`src/rtl/dmem_pkg.sv`:
```
// dmem_pkg: shared types and constants for the data-side memory bridge.
//   state_e   - bridge FSM state encoding (IDLE, ADDR, DATA, HOLD)
//   SZ_*      - access size codes as carried on mem_size_i / bus_size_o
//   misaligned() - natural-alignment test used by the optional alignment checker
package dmem_pkg;

    localparam int unsigned DATA_W = 32;
    localparam int unsigned STRB_W = 4;
    localparam int unsigned SIZE_W = 2;

    typedef enum logic [1:0] {
        IDLE = 2'd0,
        ADDR = 2'd1,
        DATA = 2'd2,
        HOLD = 2'd3
    } state_e;

    localparam logic [SIZE_W-1:0] SZ_BYTE = 2'd0;
    localparam logic [SIZE_W-1:0] SZ_HALF = 2'd1;
    localparam logic [SIZE_W-1:0] SZ_WORD = 2'd2;

    // True when the access is not naturally aligned; unknown size codes pass.
    function automatic logic misaligned(input logic [SIZE_W-1:0] size,
                                        input logic [1:0]        addr_lo);
        logic bad;
        bad = 1'b0;
        case (size)
            SZ_BYTE: bad = 1'b0;
            SZ_HALF: bad = addr_lo[0];
            SZ_WORD: bad = |addr_lo;
            default: bad = 1'b0;
        endcase
        return bad;
    endfunction

endpackage

```
`src/rtl/dmem_bridge_align_chk.sv`:
```
// dmem_align_chk: combinational natural-alignment check of the M-stage access.
// Present only when DMEM_ALIGN_CHECK_EN is defined.
// Ports:
//   en_i       - access valid
//   wen_i      - byte write strobes (0 = load)
//   size_i     - access size code
//   addr_lo_i  - address bits [1:0]
//   rejected_o - access is misaligned and must not reach the bus
//   adel_o     - misaligned load
//   ades_o     - misaligned store
`ifdef DMEM_ALIGN_CHECK_EN
module dmem_align_chk
    import dmem_pkg::*;
(
    input  logic              en_i,
    input  logic [STRB_W-1:0] wen_i,
    input  logic [SIZE_W-1:0] size_i,
    input  logic [1:0]        addr_lo_i,
    output logic              rejected_o,
    output logic              adel_o,
    output logic              ades_o
);

    logic is_store;

    assign is_store   = |wen_i;
    assign rejected_o = en_i & misaligned(size_i, addr_lo_i);
    assign adel_o     = rejected_o & ~is_store;
    assign ades_o     = rejected_o & is_store;

endmodule
`endif

```
`src/rtl/dmem_bridge.sv`:
```
// dmem_bridge: runs one split address/data bus transaction per M-stage access,
// stalls the pipeline until the response arrives and holds load data stable
// while the pipeline is frozen by other stall sources.
// Optional: DMEM_ALIGN_CHECK_EN enables misaligned-access rejection (adel/ades).
// Ports:
//   clk, rst                     - clock, async active-high reset
//   mem_en_i/wen_i/size_i/addr_i/wdata_i - M-stage access
//   mem_rdata_o                  - raw load word (held in rdata_q)
//   pipe_stall_i                 - stall from other sources
//   mem_stall_o                  - bridge stall request
//   adel_o, ades_o               - misaligned load/store flags
//   bus_req_o..bus_wdata_o       - bus request channel
//   bus_addr_ok_i, bus_data_ok_i, bus_rdata_i - bus handshakes and response
module dmem_bridge
    import dmem_pkg::*;
#(
    parameter int unsigned ADDR_W = 32,
    parameter int unsigned DATA_W = 32
) (
    input  logic              clk,
    input  logic              rst,
    input  logic              mem_en_i,
    input  logic [3:0]        mem_wen_i,
    input  logic [1:0]        mem_size_i,
    input  logic [ADDR_W-1:0] mem_addr_i,
    input  logic [DATA_W-1:0] mem_wdata_i,
    output logic [DATA_W-1:0] mem_rdata_o,
    input  logic              pipe_stall_i,
    output logic              mem_stall_o,
    output logic              adel_o,
    output logic              ades_o,
    output logic              bus_req_o,
    output logic              bus_wr_o,
    output logic [1:0]        bus_size_o,
    output logic [ADDR_W-1:0] bus_addr_o,
    output logic [3:0]        bus_wstrb_o,
    output logic [DATA_W-1:0] bus_wdata_o,
    input  logic              bus_addr_ok_i,
    input  logic              bus_data_ok_i,
    input  logic [DATA_W-1:0] bus_rdata_i
);

    state_e            state_q, state_d;
    logic [DATA_W-1:0] rdata_q, rdata_d;
    logic              wr_q, wr_d;
    logic              rejected;

`ifdef DMEM_ALIGN_CHECK_EN
    dmem_align_chk u_align_chk (
        .en_i       (mem_en_i),
        .wen_i      (mem_wen_i),
        .size_i     (mem_size_i),
        .addr_lo_i  (mem_addr_i[1:0]),
        .rejected_o (rejected),
        .adel_o     (adel_o),
        .ades_o     (ades_o)
    );
`else
    assign rejected = 1'b0;
    assign adel_o   = 1'b0;
    assign ades_o   = 1'b0;
`endif

    // Request fields pass straight through; the pipeline holds them while stalled.
    assign bus_wr_o    = |mem_wen_i;
    assign bus_size_o  = mem_size_i;
    assign bus_addr_o  = mem_addr_i;
    assign bus_wstrb_o = mem_wen_i;
    assign bus_wdata_o = mem_wdata_i;

    assign mem_stall_o = mem_en_i & ~rejected & (state_q != HOLD);
    assign mem_rdata_o = rdata_q;

    // State register.
    always_ff @(posedge clk or posedge rst) begin
        if (rst) begin
            state_q <= IDLE;
            rdata_q <= '0;
            wr_q    <= 1'b0;
        end else begin
            state_q <= state_d;
            rdata_q <= rdata_d;
            wr_q    <= wr_d;
        end
    end

    // Next state and request; data_ok is honoured only in DATA.
    always_comb begin
        state_d   = state_q;
        rdata_d   = rdata_q;
        wr_d      = wr_q;
        bus_req_o = 1'b0;
        case (state_q)
            IDLE: begin
                if (mem_en_i && !rejected) begin
                    bus_req_o = 1'b1;
                    wr_d      = |mem_wen_i;
                    state_d   = bus_addr_ok_i ? DATA : ADDR;
                end
            end
            ADDR: begin
                bus_req_o = 1'b1;
                if (bus_addr_ok_i) begin
                    state_d = DATA;
                end
            end
            DATA: begin
                if (bus_data_ok_i) begin
                    // Direction latched at issue so a store never clobbers load data.
                    if (!wr_q) begin
                        rdata_d = bus_rdata_i;
                    end
                    state_d = HOLD;
                end
            end
            HOLD: begin
                if (!pipe_stall_i) begin
                    state_d = IDLE;
                end
            end
            default: state_d = IDLE;
        endcase
    end

endmodule

```
`config.mk`:
```
export PLATFORM = sky130hd
export DESIGN_NAME = dmem_bridge
export DESIGN_NICKNAME = d
export VERILOG_FILES = /design/src/rtl/dmem_pkg.sv /design/src/rtl/dmem_bridge_align_chk.sv /design/src/rtl/dmem_bridge.sv
export SDC_FILE = /design/constraint.sdc
export NUM_CORES = 1
export LEC_CHECK = 0
export BUFFER_PORTS_ARGS = -buffer_cell sky130_fd_sc_hd__buf_2
export CAP_MARGIN = 40
export CORE_AREA = 2 2 83 85
export DETAILED_ROUTE_END_ITERATION = 10
export DIE_AREA = 0 0 85 87
export PLACE_DENSITY = 0.78
export SYNTH_ARGS = -nofsm -noshare
export SYNTH_HDL_FRONTEND = slang
export SYNTH_SLANG_ARGS = --single-unit
```
`constraint.sdc`:
```
create_clock -name clk -period 3.3 [get_ports clk]
set_input_delay 0.165 -clock clk [delete_from_list [all_inputs] [get_ports clk]]
set_output_delay 0.165 -clock clk [all_outputs]
set_load 0.1 [all_outputs]
```
# Word level (Yosys, flattened, before mapping)
# Cells that the tools add are included.
# totals
regBits,35
latch_bits,0
ramBits,0
romBits,0
input_bits,108
out_inout_bits,107
memories,0
# classes
add_sub_neg,0
n_mul,0
div_mod_pow,0
order_cmp,0
n_eq_ne,8
n_shift,0
muxes,8
n_bitwise,2
n_reduce_logical,5
# ops
op,n
$mux W2,5
$ne A2 B2 Y1 const B,5
$pmux W2 S4,1
$eq A2 B2 Y1 const B,2
$reduce_and A4 Y1,1
$reduce_or A4 Y1,1
$reduce_and A3 Y1,1
$eq A2 B1 Y1 const B,1
$logic_not A2 Y1,1
$pmux W1 S2,1
$reduce_and A2 Y1,1
$and A1 B1 Y1,1
$mux W1,1
$not A1 Y1,1

# Longest topological paths before layout
# Gate-level depths: netlist of run 1.
# depth
depth_word,3
mapped_depth,5
depth_no_buf,5

# Worst setup path after synthesis of run 1
# No wires, ideal clock.
# synth_path
path_type,register to output
start,register state_q[0]
end,output port mem_stall_o
arrival_time_ps,1929
slack_ps,1206
path_stages_with_launch,3
path_buffers,0
cell_sequence,dfrtp_1 -> ha_1 -> nor2b_1
# synth_between
elab_chain_cells,2
# synth_rtl
item,line_no,source
from (decl),dmem_bridge.sv:43,"state_e state_q, state_d;"
from (signal assigned),dmem_bridge.sv:81,state_q <= state_d;
$ne A2 B2 Y1,dmem_bridge.sv:71,assign mem_stall_o = mem_en_i & ~rejected & (state_q != HOLD);
$and A1 B1 Y1,dmem_bridge.sv:71,
to (decl),dmem_bridge.sv:29,"output logic mem_stall_o,"
# No other way between the ends.

# Worst setup path in the final report of run 1
# layout_path
start,register state_q[0]
end,register rdata_q[20] (netlist: mem_rdata_o[20])
# layout_between
elab_chain_cells,2
# layout_rtl
item,line_no,source
$eq A2 B2 Y1,dmem_bridge.sv:93,case (state_q)
$reduce_and A3 Y1 (no source line),n/a,
to (signal assigned),dmem_bridge.sv:82,rdata_q <= rdata_d;
to (decl),dmem_bridge.sv:44,"logic [DATA_W-1:0] rdata_q, rdata_d;"
# No other way between the ends.
# A chain may end at the register's enable or synchronous reset.

==> summary.txt, run 1 <==
Cells after Synth -> 167
Inserted Diodes -> 0
synthesized area per cell -> 12.0 um^2
Place WS -> 1.22 ns
Clock Pin Slew Worst Setup and Hold Paths -> 0.07 ns
critical path's largest stage delay -> 0.62 ns
Detailed Place HPWL -> 2760 um
antenna violations before repair -> 0
Tot GR Track Use -> 8.84%
Max Buffers Root-to-Sink -> 2
Initial Util -> 30.5%
Crit-path slowest cell -> nand3b_2
Synth async-reset ratio -> 100%
Synth cell types -> 15
die height -> 87 um
Worst Hold Launch -> bus_rdata_i[14]
Final ANT Viol Nets -> 0
fraction of layout instances using a drive strength above 1 -> 67.8%
Worst EP required -> 3.46 ns
core area -> 6570 um^2
top post-synthesis cells by area -> dfrtp_1 (44%), buf_4 (27%), mux2_2 (19%)
status -> completed
register area share after synthesis -> 43.7%
fmax -> 494 MHz
# IOs -> 215
Main synth FF type -> dfrtp_1
post-layout util -> 31.5%
die width -> 85 um
vias per cell -> 4.27
# DRC -> 0
Setup crit start -> state_q[0]
clock skew after layout -> 0.00283 ns
Crit Path Class -> reg2reg
Worst setup EP type -> flop
setup violators final -> 0
leading area contributor after synthesis -> dfrtp_1
# rows -> 30
Worst Path Max Fanout -> 32
final net count -> 296
Max-slew headroom -> 44.3%
RSZ-0062 raised after global routing -> no
P&R area growth vs syn -> 3.12%
first-pass GRT wire length -> 5130 um
Final Hold Fails -> 0
WP data arrival -> 2.18 ns
cts bufs inserted -> 5
pin count of the biggest net entering global routing -> 33
crit path time final -> 2.02 ns
CTS tree -> built
CP Launch Type -> flop
Routed wire per std cell -> 13.3 um
Clock Tree Root -> clkbuf_8
routed vias -> 1123
max-capacitance violation count -> 0
DR iter-0 viols -> 20
CTS sink count -> 35
PortBufs -> 80
Final WS setup -> 1.28 ns
DR pass1 iterations -> 3
htree depth -> 2
Total Wirelength -> 3490 um
number of synthesized flops with an enable pin -> 0
Slew @ Worst Pin -> 0.831 ns
Post-CTS Resized -> 0
gpl congestion -> 0.734
worst-skew pair later-pin latency -> 0.27 ns
number of global-route vias before repair -> 1125
Hold Crit Class -> in2reg
total gr overflow -> 0
Post-synth top cells -> buf_4 (72), dfrtp_1 (35), mux2_2 (33)
die area -> 7400 um^2
worst r2r src -> state_q[0]
Layout fillers -> 671
Yosys reg bits -> 35
fin crit share -> 61.3%
synth warn -> 0
crit-path cells -> inv_1 -> ha_1 -> nand3b_2 -> mux2_2
setup TNS -> 0 ns
Max Transition Viols Final -> 0
count leader, synth -> buf_4
synthesized area -> 2010 um^2
top-area cell type share of the netlist area -> 43.7%
-- logic make-up after synthesis --
family / Yosys count / share of synthesized area [%]
DFF: 35 / 43.7
adders and majority gates: 5 / 3.12
other: 1 / 0.187
buffers and inverters: 79 / 29.4
and+or+nand+nor: 9 / 2.93
AOI/OAI and AO/OA: 2 / 0.686
muxes: 36 / 20.0
-- flip-flops by register name, indices dropped and copies added, names as in the netlist --
name         count
mem_rdata_o     32
state_q          2
wr_q             1
-- cell usage in the layout, fill, tap and decap left out, types with 2 or more instances in the layout --
cell type  synthesis  final
mux2i_1            3      3
conb_1             1      2
nand2_1            3      3
mux2_2            33     33
nand2b_1           3      3
clkbuf_8           0      6
dfrtp_1           35     35
inv_1              4      4
ha_1               5      5
buf_2              0     80
-- repair_timing --
action / 4_1_cts / 5_1_grt
buffers inserted: 0 / 0
endpoints found under the hold margin: 11 / 0
hold buffers: 1 / 0
-- worst paths after layout --
| path | endpoint | slack, ns | depth (start not counted) |
|---|---|---|---|
| max | mem_rdata_o[20] | 1.28 | 4 |
| min | mem_rdata_o[14] | 0.12 | 2 |
| max reg2reg | mem_rdata_o[20] | 1.28 | 4 |
| min reg2reg | mem_rdata_o[4] | 0.50 | 1 |
| max in group asynchronous | mem_rdata_o[22] | 2.15 | 5 |
| min in group asynchronous | mem_rdata_o[13] | 0.49 | 3 |
-- stage by stage --
| step | instances | hold slack (ns) | instance area [um^2] |
|---|---|---|---|
| 2_1_floorplan | 168 | 0.315 | 2010 |
| 3_3_place_gp | 254 | 0.331 | 1940 |
| 3_5_place_dp | 255 | 0.233 | 1970 |
| 4_1_cts | 263 | 0.104 | 2070 |
| 5_1_grt | 263 | 0.109 | 2070 |
| 6_report | 263 | 0.118 | 2070 |
-- layout make-up --
cell class | instances | area (um^2) | area share [%]
clock inverter | 1 | 5.00 | 0.242
clock buffer | 6 | 82.6 | 3.99
timing repair buffer | 83 | 445 | 21.5
tap | 80 | 100 | 4.84
sequential | 35 | 876 | 42.3
multi-input combinational | 54 | 544 | 26.3
inverter | 4 | 15.0 | 0.726
-- worst max-delay path, delay by kind of cell, from the launching register on --
kind / cells / cell delay (ns)
buf+inv: 1 / 0.13
fa+ha+maj: 1 / 0.22
flops: 1 / 0.40
simple gates: 1 / 0.62
mux: 1 / 0.53
-- per-layer routing --
layer	vias to the layer above	GRT usage, %	part of all wire (%)
met1	524	7.95	32
li1	501	-	-
met4	0	6.06	3.1
met3	20	3.51	12
met2	78	16.2	53
met5	-	0	0
Power of run 1 is not shown: default switching activity piles up to over one toggle a cycle in this logic, so the estimate is an artifact.
==> inputs of run 2 (changes only) <==
- CORE_AREA: 2 2 83 85 -> 2 2 84 86
- DIE_AREA: 0 0 85 87 -> 0 0 86 88
- PLACE_DENSITY: 0.78 -> 0.77
- clock period: 3.3 -> 2 ns (I/O delays scaled with it)
==> run 2 against run 1 <==
Final cell count grew 0.76%. Critical path depth is 1 higher. Routed wire length decreased by 2.7%. Sequential share of layout area is 0.34 points higher. Setup slack lost 0.97 ns. Via count grew 1.6%. Critical endpoint is now bus_req_o. Highest routed layer unchanged.
==> summary.txt, run 2 (same netlist as run 1, synthesis figures left out) <==
Clock Tree Root -> clkbuf_8
Max Buffers Root-to-Sink -> 2 (unchanged)
pin count of the biggest net entering global routing -> 36 (+9.1%)
Total Wirelength -> 3400 um (-2.7%)
Tot GR Track Use -> 8.25% (-0.60 points)
Final ANT Viol Nets -> 0 (unchanged)
Initial Util -> 30.2% (-0.35 points)
Max Transition Viols Final -> 0 (unchanged)
final net count -> 297 (+0.34%)
vias per cell -> 4.31 (+0.84%)
Worst setup EP type -> output port
crit path time final -> 1.69 ns
crit-path cells -> inv_1 -> ha_1 -> nand2_1 -> nand2b_1 -> buf_2
P&R area growth vs syn -> 2.31%
gpl congestion -> 0.830 (+13%)
CTS sink count -> 35 (unchanged)
Inserted Diodes -> 0 (unchanged)
total gr overflow -> 0 (unchanged)
number of global-route vias before repair -> 1052 (-6.5%)
routed vias -> 1141 (+1.6%)
fraction of layout instances using a drive strength above 1 -> 67.6% (-0.19 points)
Crit-path slowest cell -> buf_2
max-capacitance violation count -> 0 (unchanged)
RSZ-0062 raised after global routing -> no
cts bufs inserted -> 5 (unchanged)
DR pass1 iterations -> 3 (unchanged)
die height -> 88 um (+1.1%)
Crit Path Class -> reg2out
setup violators final -> 0 (unchanged)
total placed instance area -> 1960 um^2 (-0.51%)
fmax -> 592 MHz
CP Launch Type -> flop
PortBufs -> 80 (unchanged)
# DRC -> 0 (unchanged)
commonest non-fill, non-tap cell in the layout -> buf_2
core area -> 6640 um^2 (+1.1%)
DR iter-0 viols -> 25 (+25%)
WP data arrival -> 1.59 ns (-0.59 ns)
Min Hold Slack -> 0.0460 ns (-0.0718 ns)
Detailed Place HPWL -> 2590 um (-6.2%)
Routed wire per std cell -> 12.8 um (-3.5%)
clock skew after layout -> 0.00712 ns (+0.00429 ns)
Hold Crit Class -> in2reg
# rows -> 30 (unchanged)
worst r2r path cells -> 5 (+1)
fin crit share -> 84.5%
Worst EP required -> 1.90 ns (-1.56 ns)
met2 Track Usage GR -> 13.4% (-2.8 points)
# IOs -> 215 (unchanged)
htree depth -> 2 (unchanged)
CTS tree -> built
status -> completed
hold path cells -> 2 (unchanged)
setup TNS -> 0 ns (unchanged)
met3 GRT Util -> 4.15% (+0.64 points)
Worst Path Max Fanout -> 4 (-88%)
worst-skew pair later-pin latency -> 0.28 ns (about the same)
post-route cell area -> 2050 um^2 (-0.79%)
max FFs per register -> 32 (unchanged)
first-pass GRT wire length -> 4800 um (-6.5%)
most used routing layer -> met2
Clock Pin Slew Worst Setup and Hold Paths -> 0.07 ns (about the same)
most frequent cells in the layout -> buf_2 (80), dfrtp_1 (35), mux2_2 (33)
grt met1 use -> 7.63% (-0.31 points)
die width -> 86 um (+1.2%)
critical path's largest stage delay -> 0.42 ns (-0.20 ns)
Post-CTS Resized -> 0 (unchanged)
die area -> 7570 um^2 (+2.3%)
Final Hold Fails -> 0 (unchanged)
antenna violations before repair -> 0 (unchanged)
run 2: cell types whose count changed in the layout (fill, tap and decap cells not counted):
cell and change:
nor2b_2 +1, buf_4 +2, clkbuf_8 -1, nor2b_1 -1
buf_16 -1, clkbuf_1 +2
run 2: worst paths after layout:
| path | endpoint | startpoint | slack [ns] |
|---|---|---|---|
| max in group asynchronous | mem_rdata_o[20] | rst | 1.22 |
| max reg2reg | mem_rdata_o[23] | state_q[0] | 0.46 |
| min | mem_rdata_o[11] | bus_rdata_i[11] | 0.05 |
| min in group asynchronous | wr_q | rst | 0.47 |
| max | bus_req_o | state_q[1] | 0.31 |
| min reg2reg | mem_rdata_o[26] | mem_rdata_o[26] | 0.50 |
run 2: per-layer routing:
| metal | wire length (um) | share of wire, % | vias to the layer above |
|---|---|---|---|
| met1 | 1100 | 32 | 525 |
| met5 | 0 | 0 | - |
| li1 | - | - | 502 |
| met4 | 174 | 5.1 | 0 |
| met3 | 485 | 14 | 32 |
| met2 | 1640 | 48 | 82 |
run 2: final cells by class:
cell class | count | area [um^2]
Clock buffer | 7 | 76.3
Clock inverter | 1 | 5.00
Fill cell | 671 | 4590
Inverter | 4 | 15.0
Multi-Input combinational cell | 54 | 547
Sequential cell | 35 | 876
Tap cell | 80 | 100
Timing Repair Buffer | 84 | 433
run 2: worst max-delay path: cells and delay by family (launching register included):
family	cells	cell delay, ns
flip-flops	1	0.40
buffers and inverters	2	0.55
adder cells (fa/ha/maj)	1	0.19
AND/OR/NAND/NOR	2	0.17
run 2: timing repair:
| action | 4_1_cts | 5_1_grt |
|---|---|---|
| hold buffers | 1 | 0 |
| endpoints found under the hold margin | 35 | 0 |
| endpoints found under the setup margin | 0 | 0 |
| setup buffers | 0 | 0 |
run 2: metrics by stage:
step	instances	setup WS (ns)	utilization, %
global placement	256	0.515	29.5
CTS	265	0.276	30.9
detailed placement	256	0.464	29.5
global route	265	0.198	30.9
floorplan	168	0.480	-
finish	265	0.310	30.9
Power of run 2 is left out for the same reason.
==> inputs of run 3 (changes only) <==
- CORE_AREA: 2 2 84 86 -> 2 2 83 85
- DIE_AREA: 0 0 86 88 -> 0 0 85 87
- PLACE_DENSITY: 0.77 -> 0.81
- clock period: 2 -> 1.4 ns (I/O delays scaled with it)
==> run 3 against run 2 <==
Routed wire length is 1.1% higher. Utilization is 3.2 points higher. Setup slack worse by 0.29 ns. Die area is 2.3% lower. Register-to-register slack worse by 0.42 ns. Via count is 2.1% higher. Hold slack worse by 0.027 ns. Non-clock buffer count is 5 higher. Final cell count is 1.5% higher. Sequential share of layout area is 3.6 points lower. Global-route usage is 0.36 points higher.
==> summary.txt, run 3 (same netlist as run 1, synthesis figures left out) <==
status -> completed
Layout fillers -> 652 (-2.8%)
vias per cell -> 4.33 (+0.59%)
flop-to-flop setup slack -> 0.04 ns (-0.42 ns)
htree depth -> 2 (unchanged)
Initial Util -> 30.5% (+0.35 points)
PortBufs -> 80 (unchanged)
Tot GR Track Use -> 8.60% (+0.36 points)
die width -> 85 um (-1.2%)
clock skew after layout -> 0.00477 ns (-0.00235 ns)
max FFs per register -> 32 (unchanged)
P&R area growth vs syn -> 11.7%
crit-path cells -> buf_6 -> inv_6 -> ha_4 -> nand2_4 -> nand2b_4 -> buf_12
Finished Layout Cells -> 269 (+1.5%)
Max Transition Viols Final -> 0 (unchanged)
first-pass GRT wire length -> 4990 um (+4.0%)
CTS sink count -> 35 (unchanged)
Clock Pin Slew Worst Setup and Hold Paths -> 0.07 ns (about the same)
die height -> 87 um (-1.1%)
gpl congestion -> 0.688 (-17%)
Final ANT Viol Nets -> 0 (unchanged)
Crit-path slowest cell -> dfrtp_1
Hold Crit Class -> in2reg
Worst EP required -> 1.33 ns (-0.57 ns)
cts bufs inserted -> 5 (unchanged)
Crit Path Class -> reg2out
RSZ-0062 raised after global routing -> yes
routed vias -> 1165 (+2.1%)
Final Hold Fails -> 0 (unchanged)
CP Launch Type -> flop
most frequent cells in the layout -> buf_2 (78), dfrtp_1 (35), mux2_2 (33)
setup TNS -> 0 ns (unchanged)
CP top delay family -> flip-flops
CTS tree -> built
fin crit share -> 98.6%
Inserted Diodes -> 0 (unchanged)
antenna violations before repair -> 0 (unchanged)
Buf/Inv on CP -> 3 (+1)
register area -> 876 um^2 (unchanged)
worst-skew pair later-pin latency -> 0.28 ns (about the same)
Total Wirelength -> 3440 um (+1.1%)
critical path's largest stage delay -> 0.40 ns (-0.02 ns)
fmax -> 725 MHz
setup violators final -> 0 (unchanged)
total gr overflow -> 0 (unchanged)
DR pass1 iterations -> 4 (+1)
core area -> 6570 um^2 (-1.1%)
Multi-input gate area -> 622 um^2 (+14%)
die area -> 7400 um^2 (-2.3%)
number of global-route vias before repair -> 1142 (+8.6%)
# DRC -> 0 (unchanged)
# rows -> 30 (unchanged)
DR iter-0 viols -> 12 (-52%)
Worst setup EP type -> output port
fraction of layout instances using a drive strength above 1 -> 73.5% (+6.0 points)
placed insts -> 259 (+1.2%)
commonest non-fill, non-tap cell in the layout -> buf_2
Clock Tree Root -> clkbuf_8
Max Buffers Root-to-Sink -> 2 (unchanged)
# IOs -> 215 (unchanged)
final net count -> 302 (+1.7%)
Routed wire per std cell -> 12.8 um (-0.39%)
crit path time final -> 1.38 ns
Detailed Place HPWL -> 2600 um (+0.40%)
pin count of the biggest net entering global routing -> 36 (unchanged)
max-capacitance violation count -> 0 (unchanged)
Worst Path Max Fanout -> 3 (-1)
WP data arrival -> 1.31 ns (-0.28 ns)
[run 3: cell count changes in the layout (fill, tap and decap cells not counted), sizes merged]
cell	delta
buf	+5
bufinv	+1
clkbuf	-1
clkinv	-1
[run 3: timing repair]
item,in CTS,in global routing
pin swaps,0,2
hold endpoints to repair,35,0
resized for setup,15,4
setup buffers,1,1
hold buffers,1,0
endpoints found under the setup margin,22,30
cloned,0,0
[run 3: layout make-up]
class	instances	area share, %
Clock buffer	6	3.24
Clock inverter	1	1.34
Inverter	4	0.893
Multi-Input combinational cell	54	27.7
Sequential cell	35	39.1
Tap cell	80	4.47
Timing Repair Buffer	89	23.2
[run 3: metal layers]
metal | vias to the layer above | wire length, um | GRT usage [%]
li1 | 511 | - | -
met1 | 557 | 1020 | 6.59
met2 | 73 | 1940 | 16.7
met3 | 24 | 352 | 3.70
met4 | 0 | 120 | 6.35
met5 | - | 0 | 0
[run 3: worst paths after layout]
kind                                  from         endpoint  depth (start not counted)
min in group asynchronous              rst  mem_rdata_o[22]                          4
setup reg to reg                state_q[0]  mem_rdata_o[18]                          5
max in group asynchronous              rst  mem_rdata_o[12]                          4
hold reg to reg            mem_rdata_o[22]  mem_rdata_o[22]                          1
hold / removal             bus_rdata_i[17]  mem_rdata_o[17]                          2
setup / recovery                state_q[1]        bus_req_o                          6
[run 3: worst reg2reg max path: cells and delay by family, from the launching register on]
family	cells	cell delay [ns]
and+or+nand+nor	1	0.09
muxes	1	0.36
buffers and inverters	2	0.22
adders and majority gates	1	0.20
DFF	1	0.37
[run 3: stage by stage]
stage	worst slack (ns)	cell area [um^2]	util [%]	hold WS [ns]
3_5_place_dp	-0.00661	2030	30.9	0.141
6_report	0.0199	2240	34.1	0.0190
5_1_grt	-0.0332	2240	34.1	0.00509
2_1_floorplan	-0.0763	2010	-	0.220
3_3_place_gp	0.0260	2030	30.9	0.141
4_1_cts	0.00178	2210	33.7	0.00902
Power of run 3 is left out for the same reason.
